## src/rtl/switch_node_4rad_alloc.sv

```systemverilog
// Radix-4 butterfly switch node: per-output round-robin allocation with wormhole
// locking, valid/ready inputs and registered output slots.
module switch_node_4rad_alloc #(
    parameter int CHANNEL_WIDTH = 18,
    parameter int DEST_LSB      = 0
) (
    input  logic                          clk,
    input  logic                          rst,
    input  logic [3:0]                    in_valid,
    input  logic [3:0][CHANNEL_WIDTH-1:0] in_ch,
    output logic [3:0]                    in_ready,
    output logic [3:0]                    out_valid,
    output logic [3:0][CHANNEL_WIDTH-1:0] out_ch,
    input  logic [3:0]                    out_ready,
    output logic                          err
);

    typedef enum logic {IDLE, LOCKED} state_t;

    state_t     state      [4];
    state_t     state_next [4];
    logic [1:0] owner      [4];
    logic [1:0] owner_next [4];
    logic [1:0] rr_ptr     [4];
    logic [1:0] rr_next    [4];
    logic [3:0] released;
    logic [3:0] released_next;

    logic [3:0] head;
    logic [3:0] tail;
    logic [1:0] dest       [4];
    logic [3:0] in_locked;
    logic [1:0] lock_dst   [4];
    logic [3:0] can_load;
    logic [3:0] req        [4];
    logic [1:0] win        [4];
    logic [3:0] grant;
    logic [3:0] load;
    logic [CHANNEL_WIDTH-1:0] load_data [4];
    logic       err_next;

    always_comb begin
        for (int i = 0; i < 4; i++) begin
            head[i]     = in_ch[i][CHANNEL_WIDTH-1];
            tail[i]     = in_ch[i][CHANNEL_WIDTH-2];
            dest[i]     = in_ch[i][DEST_LSB +: 2];
            in_locked[i] = 1'b0;
            lock_dst[i]  = 2'd0;
            for (int o = 0; o < 4; o++) begin
                if (state[o] == LOCKED && owner[o] == 2'(i)) begin
                    in_locked[i] = 1'b1;
                    lock_dst[i]  = 2'(o);
                end
            end
        end
        for (int o = 0; o < 4; o++) begin
            can_load[o] = !out_valid[o] || out_ready[o];
        end
    end

    // An input released on a tail this cycle may not request again until the next one.
    always_comb begin
        for (int o = 0; o < 4; o++) begin
            req[o]   = '0;
            win[o]   = rr_ptr[o];
            grant[o] = 1'b0;
            for (int i = 0; i < 4; i++) begin
                req[o][i] = in_valid[i] && head[i] && (dest[i] == 2'(o)) &&
                            !in_locked[i] && !released[i] && (state[o] == IDLE);
            end
            for (int k = 3; k >= 0; k--) begin
                if (req[o][rr_ptr[o] + 2'(k)]) begin
                    win[o] = rr_ptr[o] + 2'(k);
                end
            end
            grant[o] = (|req[o]) && can_load[o];
        end
    end

    always_comb begin
        released_next = '0;
        for (int o = 0; o < 4; o++) begin
            state_next[o] = state[o];
            owner_next[o] = owner[o];
            rr_next[o]    = rr_ptr[o];
            case (state[o])
                IDLE: begin
                    if (grant[o]) begin
                        rr_next[o] = win[o] + 2'd1;
                        if (!tail[win[o]]) begin
                            state_next[o] = LOCKED;
                            owner_next[o] = win[o];
                        end
                    end
                end
                LOCKED: begin
                    if (in_valid[owner[o]] && can_load[o] && tail[owner[o]]) begin
                        state_next[o]           = IDLE;
                        released_next[owner[o]] = 1'b1;
                    end
                end
                default: state_next[o] = IDLE;
            endcase
        end
    end

    always_comb begin
        in_ready = '0;
        for (int i = 0; i < 4; i++) begin
            if (in_locked[i]) begin
                in_ready[i] = can_load[lock_dst[i]];
            end else if (in_valid[i] && !head[i]) begin
                in_ready[i] = 1'b1;
            end else if (in_valid[i] && head[i] && grant[dest[i]] && win[dest[i]] == 2'(i)) begin
                in_ready[i] = 1'b1;
            end
        end
        for (int o = 0; o < 4; o++) begin
            if (state[o] == LOCKED) begin
                load[o]      = in_valid[owner[o]] && can_load[o];
                load_data[o] = in_ch[owner[o]];
            end else begin
                load[o]      = grant[o];
                load_data[o] = in_ch[win[o]];
            end
        end
        err_next = (|(in_valid & ~head & ~in_locked)) ||
                   (|(in_valid & in_ready & head & in_locked));
    end

    always_ff @(posedge clk) begin
        if (rst) begin
            for (int o = 0; o < 4; o++) begin
                state[o]     <= IDLE;
                owner[o]     <= 2'd0;
                rr_ptr[o]    <= 2'd0;
                out_valid[o] <= 1'b0;
                out_ch[o]    <= '0;
            end
            released <= '0;
            err      <= 1'b0;
        end else begin
            for (int o = 0; o < 4; o++) begin
                state[o]  <= state_next[o];
                owner[o]  <= owner_next[o];
                rr_ptr[o] <= rr_next[o];
                if (load[o]) begin
                    out_valid[o] <= 1'b1;
                    out_ch[o]    <= load_data[o];
                end else if (out_ready[o]) begin
                    out_valid[o] <= 1'b0;
                end
            end
            released <= released_next;
            err      <= err_next;
        end
    end

endmodule

```

## config.mk

```make
export PLATFORM = sky130hd
export DESIGN_NAME = switch_node_4rad_alloc
export DESIGN_NICKNAME = d
export VERILOG_FILES = /design/src/rtl/switch_node_4rad_alloc.sv
export SDC_FILE = /design/constraint.sdc
export NUM_CORES = 1
export LEC_CHECK = 0
export CAP_MARGIN = 10
export CORE_MARGIN = 4
export CORE_UTILIZATION = 50
export CTS_CLUSTER_DIAMETER = 100
export DETAILED_ROUTE_END_ITERATION = 16
export PLACE_DENSITY = 0.76
export SYNTH_ARGS = -nofsm -noshare
export SYNTH_HDL_FRONTEND = slang
export SYNTH_SLANG_ARGS = --single-unit
```

## constraint.sdc

```tcl
create_clock -name clk -period 6.1 [get_ports clk]
set_input_delay 1.22 -clock clk [delete_from_list [all_inputs] [get_ports clk]]
set_output_delay 1.22 -clock clk [all_outputs]
set_load 0.05 [all_outputs]
```

# Yosys cells after proc, flatten, opt, wreduce, memory -nomap -nowiden
# Memory sizes are Yosys's and may differ from the RTL's.
# Cells that the tools add are included.
dict set report word_totals {
  romBits 0
  ram_bits 20
  word_cells 517
  inputBits 82
  ff_bits 81
  memories 3
  latchBits 0
  output_inout_bits 81
}
dict set report classes {
  reduce_logical 152
  addsub 16
  n_mul 0
  eq_ne 27
  n_mux 239
  order_cmp 40
  n_div 0
  shifts 0
  bitwise 30
}
# memory words word_bits rd rd_clocked_by_memory_dff write_ports line
set memory_table {}
lappend memory_table {owner 4 2 4 0 4 22} ;# logic [1:0] owner [4];
lappend memory_table {rr_ptr 4 2 4 0 4 24} ;# logic [1:0] rr_ptr [4];
lappend memory_table {state 4 1 4 0 4 20} ;# state_t state [4];
# op count
set op_table {}
lappend op_table {{$bmux W18 S2} 8}
lappend op_table {{$mux W18} 12}
lappend op_table {{$mux W2} 60}
lappend op_table {{$logic_and A1 B1 Y1} 112}
lappend op_table {{$mux W1} 103}
lappend op_table {{$lt A2 B3 Y1 const B} 32}
lappend op_table {{$bmux W1 S2} 36}
lappend op_table {{$eq A2 B2 Y1 const B} 18}
lappend op_table {{$mux W4} 8}
lappend op_table {{$reduce_or A4 Y1} 6}
lappend op_table {{$and A4 B4 Y4} 5}
lappend op_table {{$eq A2 B1 Y1 const B} 9}
lappend op_table {{$logic_not A2 Y1} 9}
lappend op_table {{$add A2 B1 Y2 const B} 8}
lappend op_table {{$add A2 B2 Y2 const B} 8}
lappend op_table {{$bmux W2 S2} 4}
lappend op_table {{$logic_not A1 Y1} 16}
lappend op_table {{$ge A3 B3 Y1 const B} 4}
lappend op_table {{$not A2 Y3} 4}
lappend op_table {{$or A1 B1 Y1} 12}
lappend op_table {{$or A4 B4 Y4} 3}
lappend op_table {{$demux W1 S2} 4}
lappend op_table {{$ge A2 B1 Y1 const B} 4}
lappend op_table {{$not A4 Y4} 2}
lappend op_table {{other kinds (4)} 17}

# Depth between registers and ports, before layout
# Gate-level depths: netlist (run 1).
# An unclocked memory read counts as a cell.
dict set report depth {
  ltp_word 30
  depth_mapped 14
  mapped_depth_nobuf 9
}

# Worst setup path before layout (run 1)
# No wires, ideal clock.
dict set report synth_path {
  path_kind {input to output}
  start {in in_ch[54] in the netlist's numbering}
  end {out in_ready[1]}
  slack_ns 0.658
  required_time_ns 4.880
  arrival_time_ns 4.222
  stages 10
  path_buffers 3
  path_cell_list {clkbuf_1 > or4_1 > or2_2 > o2bb2ai_1 > a222oi_1 > buf_2 > buf_4 > nand3_1 > a32o_1 > a31oi_1}
}
dict set report synth_between {
  elab_chain_cells 19
  word_cells_on_any_way 87
  cone_classes {eq/ne (4); mux (56); reduce/logical (27)}
}
# item line
set synth_lines {}
lappend synth_lines {{start: declaration} 10} ;# input logic [3:0][CHANNEL_WIDTH-1:0] in_ch,
lappend synth_lines {{$eq A2 B2 Y1 (tied with other cells)} 68} ;# req[o][i] = in_valid[i] && head[i] && (dest[i] == 2'(o)) &&
lappend synth_lines {{$logic_and A1 B1 Y1 (2 in a row)} 68}
lappend synth_lines {{$logic_and A1 B1 Y1 (2 in a row)} 69} ;# !in_locked[i] && !released[i] && (state[o] == IDLE);
lappend synth_lines {{$bmux W1 S2} 72} ;# if (req[o][rr_ptr[o] + 2'(k)]) begin
lappend synth_lines {{$mux W1 (implied by the code)} 72}
lappend synth_lines {{$mux W2 (4 in a row)} 72}
lappend synth_lines {{$bmux W2 S2} 114} ;# end else if (in_valid[i] && head[i] && grant[dest[i]] && win[dest[i]] == 2'(i)) begin
lappend synth_lines {{$mux W2 (implied by the code) (2 in a row)} 114}
lappend synth_lines {{$eq A2 B1 Y1} 114}
lappend synth_lines {{$logic_and A1 B1 Y1 *} 114}
lappend synth_lines {{$mux W1 *} 114}
lappend synth_lines {{$mux W1 *} 112} ;# end else if (in_valid[i] && !head[i]) begin
lappend synth_lines {{$mux W1 *} 110} ;# if (in_locked[i]) begin
lappend synth_lines {{end: declaration} 11} ;# output logic [3:0] in_ready,
# Every way passes the cells marked *; elsewhere a longest branch is shown, timed or not. The select of a mux whose other input is x is not followed.

# Final worst setup path (run 1)
dict set report layout_path {
  start {in in_valid[1]}
  end {out in_ready[0]}
}
dict set report layout_between {
  elab_chain_cells 19
  word_cells_on_any_way 84
  cone_classes {mux (56); reduce/logical (28)}
}
# item line
set layout_lines {}
lappend layout_lines {{start: declaration} 9} ;# input logic [3:0] in_valid,
lappend layout_lines {{$logic_and A1 B1 Y1 *} 68}
lappend layout_lines {{$logic_and A1 B1 Y1 (2 in a row)} 68}
lappend layout_lines {{$logic_and A1 B1 Y1 (2 in a row)} 69}
lappend layout_lines {{$bmux W1 S2} 72}
lappend layout_lines {{$mux W1 (implied by the code)} 72}
lappend layout_lines {{$mux W2 (4 in a row)} 72}
lappend layout_lines {{$bmux W2 S2} 114}
lappend layout_lines {{$mux W2 (implied by the code) (2 in a row)} 114}
lappend layout_lines {{$logic_not A2 Y1} 114}
lappend layout_lines {{$logic_and A1 B1 Y1 *} 114}
lappend layout_lines {{$mux W1 *} 114}
lappend layout_lines {{$mux W1 *} 112}
lappend layout_lines {{$mux W1 *} 110}
# Marked as above.

==> impl_metrics.env, run 1 <==
export IMPL_grt_pass1_vias=9471
export IMPL_cts_path_max_buffers=2
export IMPL_syn_num_nets=1188
export IMPL_finalSetupTns_ps=0
export IMPL_placeableCoreArea_um2=18890
export IMPL_ys_types=79
export IMPL_final_layout_size_suffix_gt1_frac=0.1639
export IMPL_critPathMaxStageDelay_ps=580
export IMPL_tritoncts="done"
export IMPL_holdBufCountCts=0
export IMPL_clock_skew_final_ps=11.26
export IMPL_synthArstFlopShare=0
export IMPL_holdWs_ps=458.7
export IMPL_final_cell_mix="clkdlybuf4s50_1 (157), nand2_1 (125), nor2_1 (122)"
export IMPL_design_die_area_um2=21740
export IMPL_synth_area_um2=9722
export IMPL_cts_max_level=3
export IMPL_worstPathCellList="clkdlybuf4s50_1, nand3b_1, or4_1, or2_1, a41oi_1, nor3b_1, a311oi_1, o31a_1, o21ai_1, buf_12"
export IMPL_place_congestion=1.004
export IMPL_total_leakage_power_nw=4.170
export IMPL_synth_edf_count=0
export IMPL_antenna_found_initial=0
export IMPL_overflow=0
export IMPL_worst_slack_ps=290.4
export IMPL_utilization=0.6270
export IMPL_cts_root_buf="clkbuf_16"
export IMPL_p_per_area_nw_per_um2=245.7
export IMPL_critical_path_class="in -> out"
export IMPL_maxSlewViolCount=0
export IMPL_syn_area_per_cell_um2=8.790
export IMPL_start_util=0.5146
export IMPL_cts_resized=0
export IMPL_tightestPinTransition_ps=994.7
export IMPL_nets=1297
export IMPL_clock_sinks=101
export IMPL_std_cell_rows=50
export IMPL_grt_pass1_wl_um=56160
export IMPL_area_growth_pct=21.85
export IMPL_final_common_cell="clkdlybuf4s50_1"
export IMPL_hold_violations=0
export IMPL_drtIter0Drc=1426
export IMPL_multi_input_area_um2=7131
export IMPL_synthAdderAreaFrac=0
export IMPL_synth_main_ff_cell="dfxtp_1"
export IMPL_status="finished clean"
export IMPL_grtUsageTotal=0.3274
export IMPL_drtAntennaViolNets=0
export IMPL_cp_max_fo=7
export IMPL_cp_required_ps=4880
export IMPL_synthSimpleGateAreaFrac=0.2178
export IMPL_first_pass_iters=8
export IMPL_grt_util_met1=0.4807
export IMPL_clkSlewWorstSetupHoldPaths_ps=80
export IMPL_r2r_slack_ps=1960
export IMPL_n_antenna_cell=0
export IMPL_hp_class="reg -> reg"
export IMPL_final_period_utilization=0.9524
export IMPL_numPortBuffers=162
export IMPL_dpl_worst_slack_ps=400.4
export IMPL_seq_area_frac_synth=0.2080
export IMPL_use_met2=0.4853
export IMPL_vias_per_cell=6.841
export IMPL_cts_setup_buffers=0
export IMPL_synth_cells=1106
export IMPL_synth_compound_area_share=0.2003
export IMPL_min_period_ps=5810
export IMPL_yosysWarnings=0
export IMPL_ff_latch_area_um2=2023
export IMPL_grt_max_degree=54
export IMPL_wl_per_cell_um=24.44
export IMPL_peakVddDrop_uv=169.6
export IMPL_grt_use_met3=0.06959
export IMPL_worstSkewPairLatency_ps=360
export IMPL_cp_start_kind="input pin"
export IMPL_top_level_ports=163
export IMPL_synth_top_family_by_area="multiplexers"
export IMPL_dp_hpwl_um=25950
export IMPL_hold_depth=2
export IMPL_synth_xor_area_frac=0.002703
export IMPL_rsz0062_at_grt="false"
export IMPL_nFillCells=1689
export IMPL_synthMuxAreaShare=0.3116
export IMPL_max_freq_mhz=172.1
export IMPL_end_kind="output port"
export IMPL_die_h_um=147.4
export IMPL_worstPathArrival_ps=4590
export IMPL_cts_buffers=9
export IMPL_wl_um=36170
export IMPL_setup_viol=0
export IMPL_relSlewSlack=0.3353
export IMPL_synth_seq_cells=101
export IMPL_drc_errors=0
export IMPL_fp_dieW_um=147.4
export IMPL_crit_slowest_cell="clkdlybuf4s50_1"
export IMPL_reg2regPathDepth=12
export IMPL_via_count=10120
export IMPL_cap_violations=0
export IMPL_top_usage_layer="met2"
-- sequential cells by signal (all words and copies together), names as in the netlist --
name and count:
err 1, out_ch 72, out_valid 4, owner 8
released 4, rr_ptr 8, state 4
-- per-stage QoR --
step                total power, mW  instances  instance area, um^2
global placement              2.249       1464                11540
global route                  3.032       1480                11850
detailed placement            2.264       1464                11540
floorplan                     1.818       1106                 9722
CTS                           2.894       1480                11850
finish                        2.911       1480                11850
-- routing by layer --
metal,wire length [um],vias to the layer above
li1,-,4462
met1,14880,4868
met2,15610,703
met3,4711,91
met4,963,0
met5,0,-
-- cells in the mapped netlist, types with 25 or more instances --
cell,instances,share of area
a211oi_1,39,0.030
nand3b_1,25,0.019
nand3_1,27,0.014
buf_2,27,0.014
dfxtp_1,101,0.21
nand2_1,125,0.048
o21ai_0,31,0.016
clkbuf_1,62,0.024
a211o_1,29,0.026
mux2i_1,102,0.11
mux4_2,77,0.18
nor2_1,122,0.047
a21oi_1,26,0.013
-- final timing paths --
| kind | startpoint | endpoint |
|---|---|---|
| worst min-delay path | out_ch[1]$_SDFFE_PP0P_ | out_ch[1]$_SDFFE_PP0P_ |
| worst max register to register | state[3]$_SDFF_PP0_ | owner[2][0]$_SDFFE_PP0P_ |
| worst min register to register | out_ch[1]$_SDFFE_PP0P_ | out_ch[1]$_SDFFE_PP0P_ |
| worst max-delay path | in_valid[1] | in_ready[0] |
-- critical path: cells and delay by family --
| family | cells | cell delay, ps |
|---|---|---|
| buffers and inverters | 2 | 770 |
| and+or+nand+nor | 4 | 1360 |
| AOI/OAI and AO/OA | 4 | 1240 |
-- layout make-up --
cell class / instances / area share
multi-input cells: 883 / 0.6019
repair buffers: 210 / 0.1705
clock inverters: 5 / 0.004858
inverters: 10 / 0.003169
well taps: 260 / 0.02746
clock buffers: 11 / 0.02133
flip-flops and latches: 101 / 0.1708
-- cells by family (layout without fill, tap and decap cells) --
logic type | count (synthesis) | in the layout
flip-flops | 101 | 101
AND/OR/NAND/NOR | 429 | 429
XOR/XNOR | 3 | 3
AO/OA/AOI/OAI | 248 | 248
buffers and inverters | 122 | 236
multiplexers | 203 | 203
-- where the power goes --
group / leakage [nW] / internal, mW / switching, mW
Clock: 0.156 / 0.343 / 0.290
Combinational: 3.18 / 0.585 / 0.871
Sequential: 0.830 / 0.743 / 0.0803
Total: 4.17 / 1.67 / 1.24
Power figures use the tool's default switching activity.
==> inputs of run 2 (changes only) <==
--- a/config.mk
+++ b/config.mk
@@ -11,6 +11,7 @@
 export CTS_CLUSTER_DIAMETER = 100
 export DETAILED_ROUTE_END_ITERATION = 16
 export PLACE_DENSITY = 0.76
+export REMOVE_ABC_BUFFERS = 1
 export SYNTH_ARGS = -nofsm -noshare
 export SYNTH_HDL_FRONTEND = slang
 export SYNTH_SLANG_ARGS = --single-unit
==> impl_metrics.env, run 2 (synthesis gave the netlist of run 1 again) <==
export IMPL_worstPathArrival_ps=4570
export IMPL_clock_skew_final_ps=11.54
export IMPL_placed_area_um2=11570
export IMPL_clock_sinks=101
export IMPL_area_growth_pct=21.99
export IMPL_cts_max_level=3
export IMPL_std_cell_rows=50
export IMPL_final_common_cell="clkdlybuf4s50_1"
export IMPL_place_congestion=1.015
export IMPL_worstSkewPairLatency_ps=360
export IMPL_critical_path_startpoint="in_ch[54]"
export IMPL_min_to="out_ch[1]$_SDFFE_PP0P_"
export IMPL_r2r_slack_ps=1910
export IMPL_end_kind="output port"
export IMPL_cpLargestDelayFamily="compound AO/OA/AOI/OAI gates"
export IMPL_cts_root_buf="clkbuf_16"
export IMPL_r2r_start="owner[0][0]$_SDFFE_PP0P_"
export IMPL_tritoncts="done"
export IMPL_numPortBuffers=162
export IMPL_dp_hpwl_um=24110
export IMPL_drtAntennaViolNets=0
export IMPL_critPathMaxStageDelay_ps=640
export IMPL_grt_pass1_wl_um=54140
export IMPL_largest_reg_flops=72
export IMPL_utilization=0.6277
export IMPL_stdcell_area_um2=11860
export IMPL_clkSlewWorstSetupHoldPaths_ps=70
export IMPL_overflow=0
export IMPL_rsz0062_at_grt="false"
export IMPL_top_level_ports=163
export IMPL_wl_per_cell_um=23.77
export IMPL_die_h_um=147.4
export IMPL_max_freq_mhz=172.8
export IMPL_top_register="out_ch"
export IMPL_nets=1300
export IMPL_relSlewSlack=0.2028
export IMPL_peakVddDrop_uv=155.6
export IMPL_placeableCoreArea_um2=18890
export IMPL_tightestPinTransition_ps=1193
export IMPL_crit_slowest_cell="clkdlybuf4s50_1"
export IMPL_antenna_found_initial=0
export IMPL_r2r_end="owner[1][0]$_SDFFE_PP0P_"
export IMPL_hp_class="reg -> reg"
export IMPL_final_period_utilization=0.9488
export IMPL_hp_start="out_ch[1]$_SDFFE_PP0P_"
export IMPL_holdBufCountCts=0
export IMPL_via_count=10020
export IMPL_drtIter0Drc=1075
export IMPL_drc_errors=0
export IMPL_p_per_area_nw_per_um2=244.3
export IMPL_wl_um=35230
export IMPL_cp_required_ps=4880
export IMPL_cts_path_max_buffers=2
export IMPL_start_util=0.5146
export IMPL_final_layout_size_suffix_gt1_frac=0.1686
export IMPL_cp_max_fo=11
export IMPL_cts_resized=0
export IMPL_cp_start_kind="input pin"
export IMPL_cap_violations=0
export IMPL_design_die_area_um2=21740
export IMPL_grt_max_degree=61
export IMPL_grt_pass1_vias=9561
export IMPL_vias_per_cell=6.760
export IMPL_top_regs="out_ch x72, owner x8, rr_ptr x8"
export IMPL_hold_violations=0
export IMPL_worstPathCellList="clkdlybuf4s50_1, or4_1, or2_2, o2bb2ai_1, a222oi_1, buf_4, nand3_1, a32o_1, a31oi_1, buf_12"
export IMPL_critPathBufInv=3
export IMPL_min_period_ps=5788
export IMPL_status="finished clean"
export IMPL_setup_viol=0
export IMPL_final_cell_mix="clkdlybuf4s50_1 (157), nand2_1 (124), nor2_1 (122)"
export IMPL_first_pass_iters=6
export IMPL_cts_buffers=9
export IMPL_path_depth=10
export IMPL_grtUsageTotal=0.3135
export IMPL_cts_setup_buffers=0
export IMPL_reg2regPathDepth=11
export IMPL_total_leakage_power_nw=4.178
export IMPL_nFillCells=1662
export IMPL_critical_path_class="in -> out"
export IMPL_maxSlewViolCount=0
export IMPL_hold_depth=2
export IMPL_fp_dieW_um=147.4
export IMPL_n_antenna_cell=0
[run 2: cell types whose count changed in the layout (fill, tap and decap cells not counted), sizes merged]
cell	previous run	this run
buf	53	56
clkbuf	11	9
clkinv	3	4
[run 2: cell type report]
| cell class | instances | area (um^2) | area share |
|---|---|---|---|
| flip-flops and latches | 101 | 2027 | 0.1709 |
| multi-input cells | 883 | 7141 | 0.6021 |
| repair buffers | 213 | 2042 | 0.1722 |
| inverters | 10 | 37.54 | 0.003165 |
| well taps | 260 | 325.3 | 0.02743 |
| clock buffers | 9 | 225.2 | 0.01899 |
| clock inverters | 6 | 62.56 | 0.005275 |
[run 2: layer usage]
metal	wire length, um	track usage	vias up
met5	0	0	-
met4	1289	0.1226	0
met3	3550	0.05733	102
met2	16540	0.5131	628
met1	13850	0.4137	4821
li1	-	-	4468
[run 2: worst register-to-register path, stage by stage, from the launching register on]
cell and delay [ps]:
dfxtp_1 600, buf_4 380, nand3_1 140, nand4_2 330, nor4_2 640, o21ai_0 250, a21oi_4 240, buf_4 580
mux2i_1 180, mux2_2 330, nand2_1 110, mux2_2 330
[run 2: power by group]
part           switching, mW  leakage (nW)  total (mW)  internal [mW]
clock network          0.292         0.145       0.609          0.317
registers             0.0832         0.831       0.826          0.743
logic                  0.874          3.20        1.46          0.588
[run 2: worst max-delay path by stage]
stage	to	slack, ps
2_1_floorplan	in_ready[1]	-1040
3_3_place_gp	in_ready[0]	390
3_5_place_dp	in_ready[1]	450
4_1_cts	in_ready[1]	410
5_1_grt	in_ready[1]	210
6_report	in_ready[1]	310
[run 2: metrics by stage]
step | worst slack, ps | power, mW | std cells | TNS, ps | hold slack (ps)
floorplan | -1041 | 1.757 | 994 | -3015 | 472.8
global route | 211.3 | 3.021 | 1482 | 0 | 481.5
detailed placement | 453.3 | 2.280 | 1467 | 0 | 457.2
CTS | 414.9 | 2.888 | 1482 | 0 | 466.6
finish | 312.4 | 2.898 | 1482 | 0 | 465.8
global placement | 394.7 | 2.261 | 1467 | 0 | 441.3
==> RTL change: new RTL, flow settings as in run 2 <==
Set the parameter `CHANNEL_WIDTH` to 16 (it was 18).
--- a/src/rtl/switch_node_4rad_alloc.sv
+++ b/src/rtl/switch_node_4rad_alloc.sv
@@ -3,3 +3,3 @@
 module switch_node_4rad_alloc #(
-    parameter int CHANNEL_WIDTH = 18,
+    parameter int CHANNEL_WIDTH = 16,
     parameter int DEST_LSB      = 0
Interface: changed (resized in_ch and out_ch); port bits go from 163 to 147. No check against the original RTL was run, so the function may have changed too.
==> RTL change against run 2 <==
  * Combinational power down 23%
  * Global-route usage is 1.2 points higher
  * Largest power group unchanged
  * Count of clock-buffer cells in the layout up 2
  * Total power decreased by 15%
  * Maximum frequency up 1.0%
  * Wire length fell by 9.8%
  * Synthesized area is 13% lower
  * Sequential power decreased by 12%
  * Sequential cell count down 8
  * Setup slack gained 0.059 ns
  * Non-clock buffer count is 33 lower
  * Final area is 13% lower
==> RTL change: results (changes against run 2) <==
| Metric | Value |
|---|---|
| Crit Reg-Reg Startpoint | owner[0][1]$_SDFFE_PP0P_ |
| Initial DRC count | 1107 (+3.0%) |
| Final WL | 31800 µm (-9.8%) |
| Fill cells | 1415 (-15%) |
| Largest regs | out_ch x64, owner x8, rr_ptr x8 |
| Worst setup path startpoint | in_valid[3] |
| Number of vias per cell | 7.09 (+4.9%) |
| Placed instance area | 0.0101 mm² (-13%) |
| Mux cell area share after synthesis | 32.7% (+1.6 points) |
| Crit path max fanout | 11 (unchanged) |
| All-Layer GR Usage | 32.6% (+1.2 points) |
| Most common library cells after synthesis | 93 x dfxtp_1, 72 x nand2_1, 70 x mux4_2, 69 x nor2_1, 57 x mux2_2 |
| Synth Area in XOR/XNOR | 0.415% (+0.15 points) |
| First-pass GRT wire length | 47100 µm (-13%) |
| Crit path max-delay family | simple AND/OR/NAND/NOR gates |
| Largest net degree at the start of global routing | 46 (-25%) |
| Worst R2R Setup Slack | 1.59 ns (-0.32 ns) |
| Hold WS | 0.462 ns (-0.00423 ns) |
| Combinational power share | 45.8% (-4.7 points) |
| Worst r2r dst | out_ch[13]$_SDFFE_PP0P_ |
| P_seq | 0.000731 W (-12%) |
| NumNets Final | 1089 (-16%) |
| H-tree Lvls | 3 (unchanged) |
| DP HPWL | 21400 µm (-11%) |
| Maximum vdd drop | 158 µV (+1.7%) |
| Switching share of power | 41.4% (-1.7 points) |
| Dpl cells | 1224 (-17%) |
| Sw Pwr | 0.00102 W (-19%) |
| Leakage | 3.64 nW (-13%) |
| Clock Skew | 0.00621 ns (-0.00534 ns) |
| Port buffer count | 146 (-9.9%) |
| End of the worst hold path | out_ch[32]$_SDFFE_PP0P_ |
| Compound-gate portion of the synthesized area | 19.7% (-0.35 points) |
| Status | finished, final reports clean |
| R2R cell count | 9 (-2) |
| Sequential fraction of the synthesis area | 22.1% (+1.3 points) |
| Unique cell type count in the Yosys netlist | 76 (-3.8%) |
| Hold path start | out_ch[32]$_SDFFE_PP0P_ |
| Area contributors post-synth | dfxtp_1 22%, mux4_2 19%, mux2_2 7.6%, mux2i_1 6.4%, nand2_1 3.2% |
| Share of cells above drive strength 1 | 20.9% (+4.0 points) |
RTL change: cell count changes after synthesis, sizes merged, moves of 13 or more:
cell    before  now
a311o        2   21
nor2       124   69
nand2      125   72
a22oi        7   20
and3        16   40
a311oi      34   14
buf         50   35
nand3b      25    7
clkbuf      62   46
mux2        24   57
mux2i      102   54
a211o       29    0
RTL change: per-layer routing:
layer / part of all wire, % / global-route usage (%) / up-vias
li1: - / - / 3772
met1: 39 / 44.6 / 4209
met2: 45 / 49.4 / 691
met3: 11 / 6.64 / 119
met4: 4.7 / 15.5 / 0
met5: 0 / 0 / -
RTL change: area by class of cell:
type,count,area (µm²),area share [%]
tap,220,275,2.65
clock inverter,5,60.1,0.579
clock buffer,11,243,2.34
sequential,93,1860,17.9
multi-input combinational,712,6130,59.1
timing repair buffer,180,1730,16.6
inverter,19,71.3,0.688
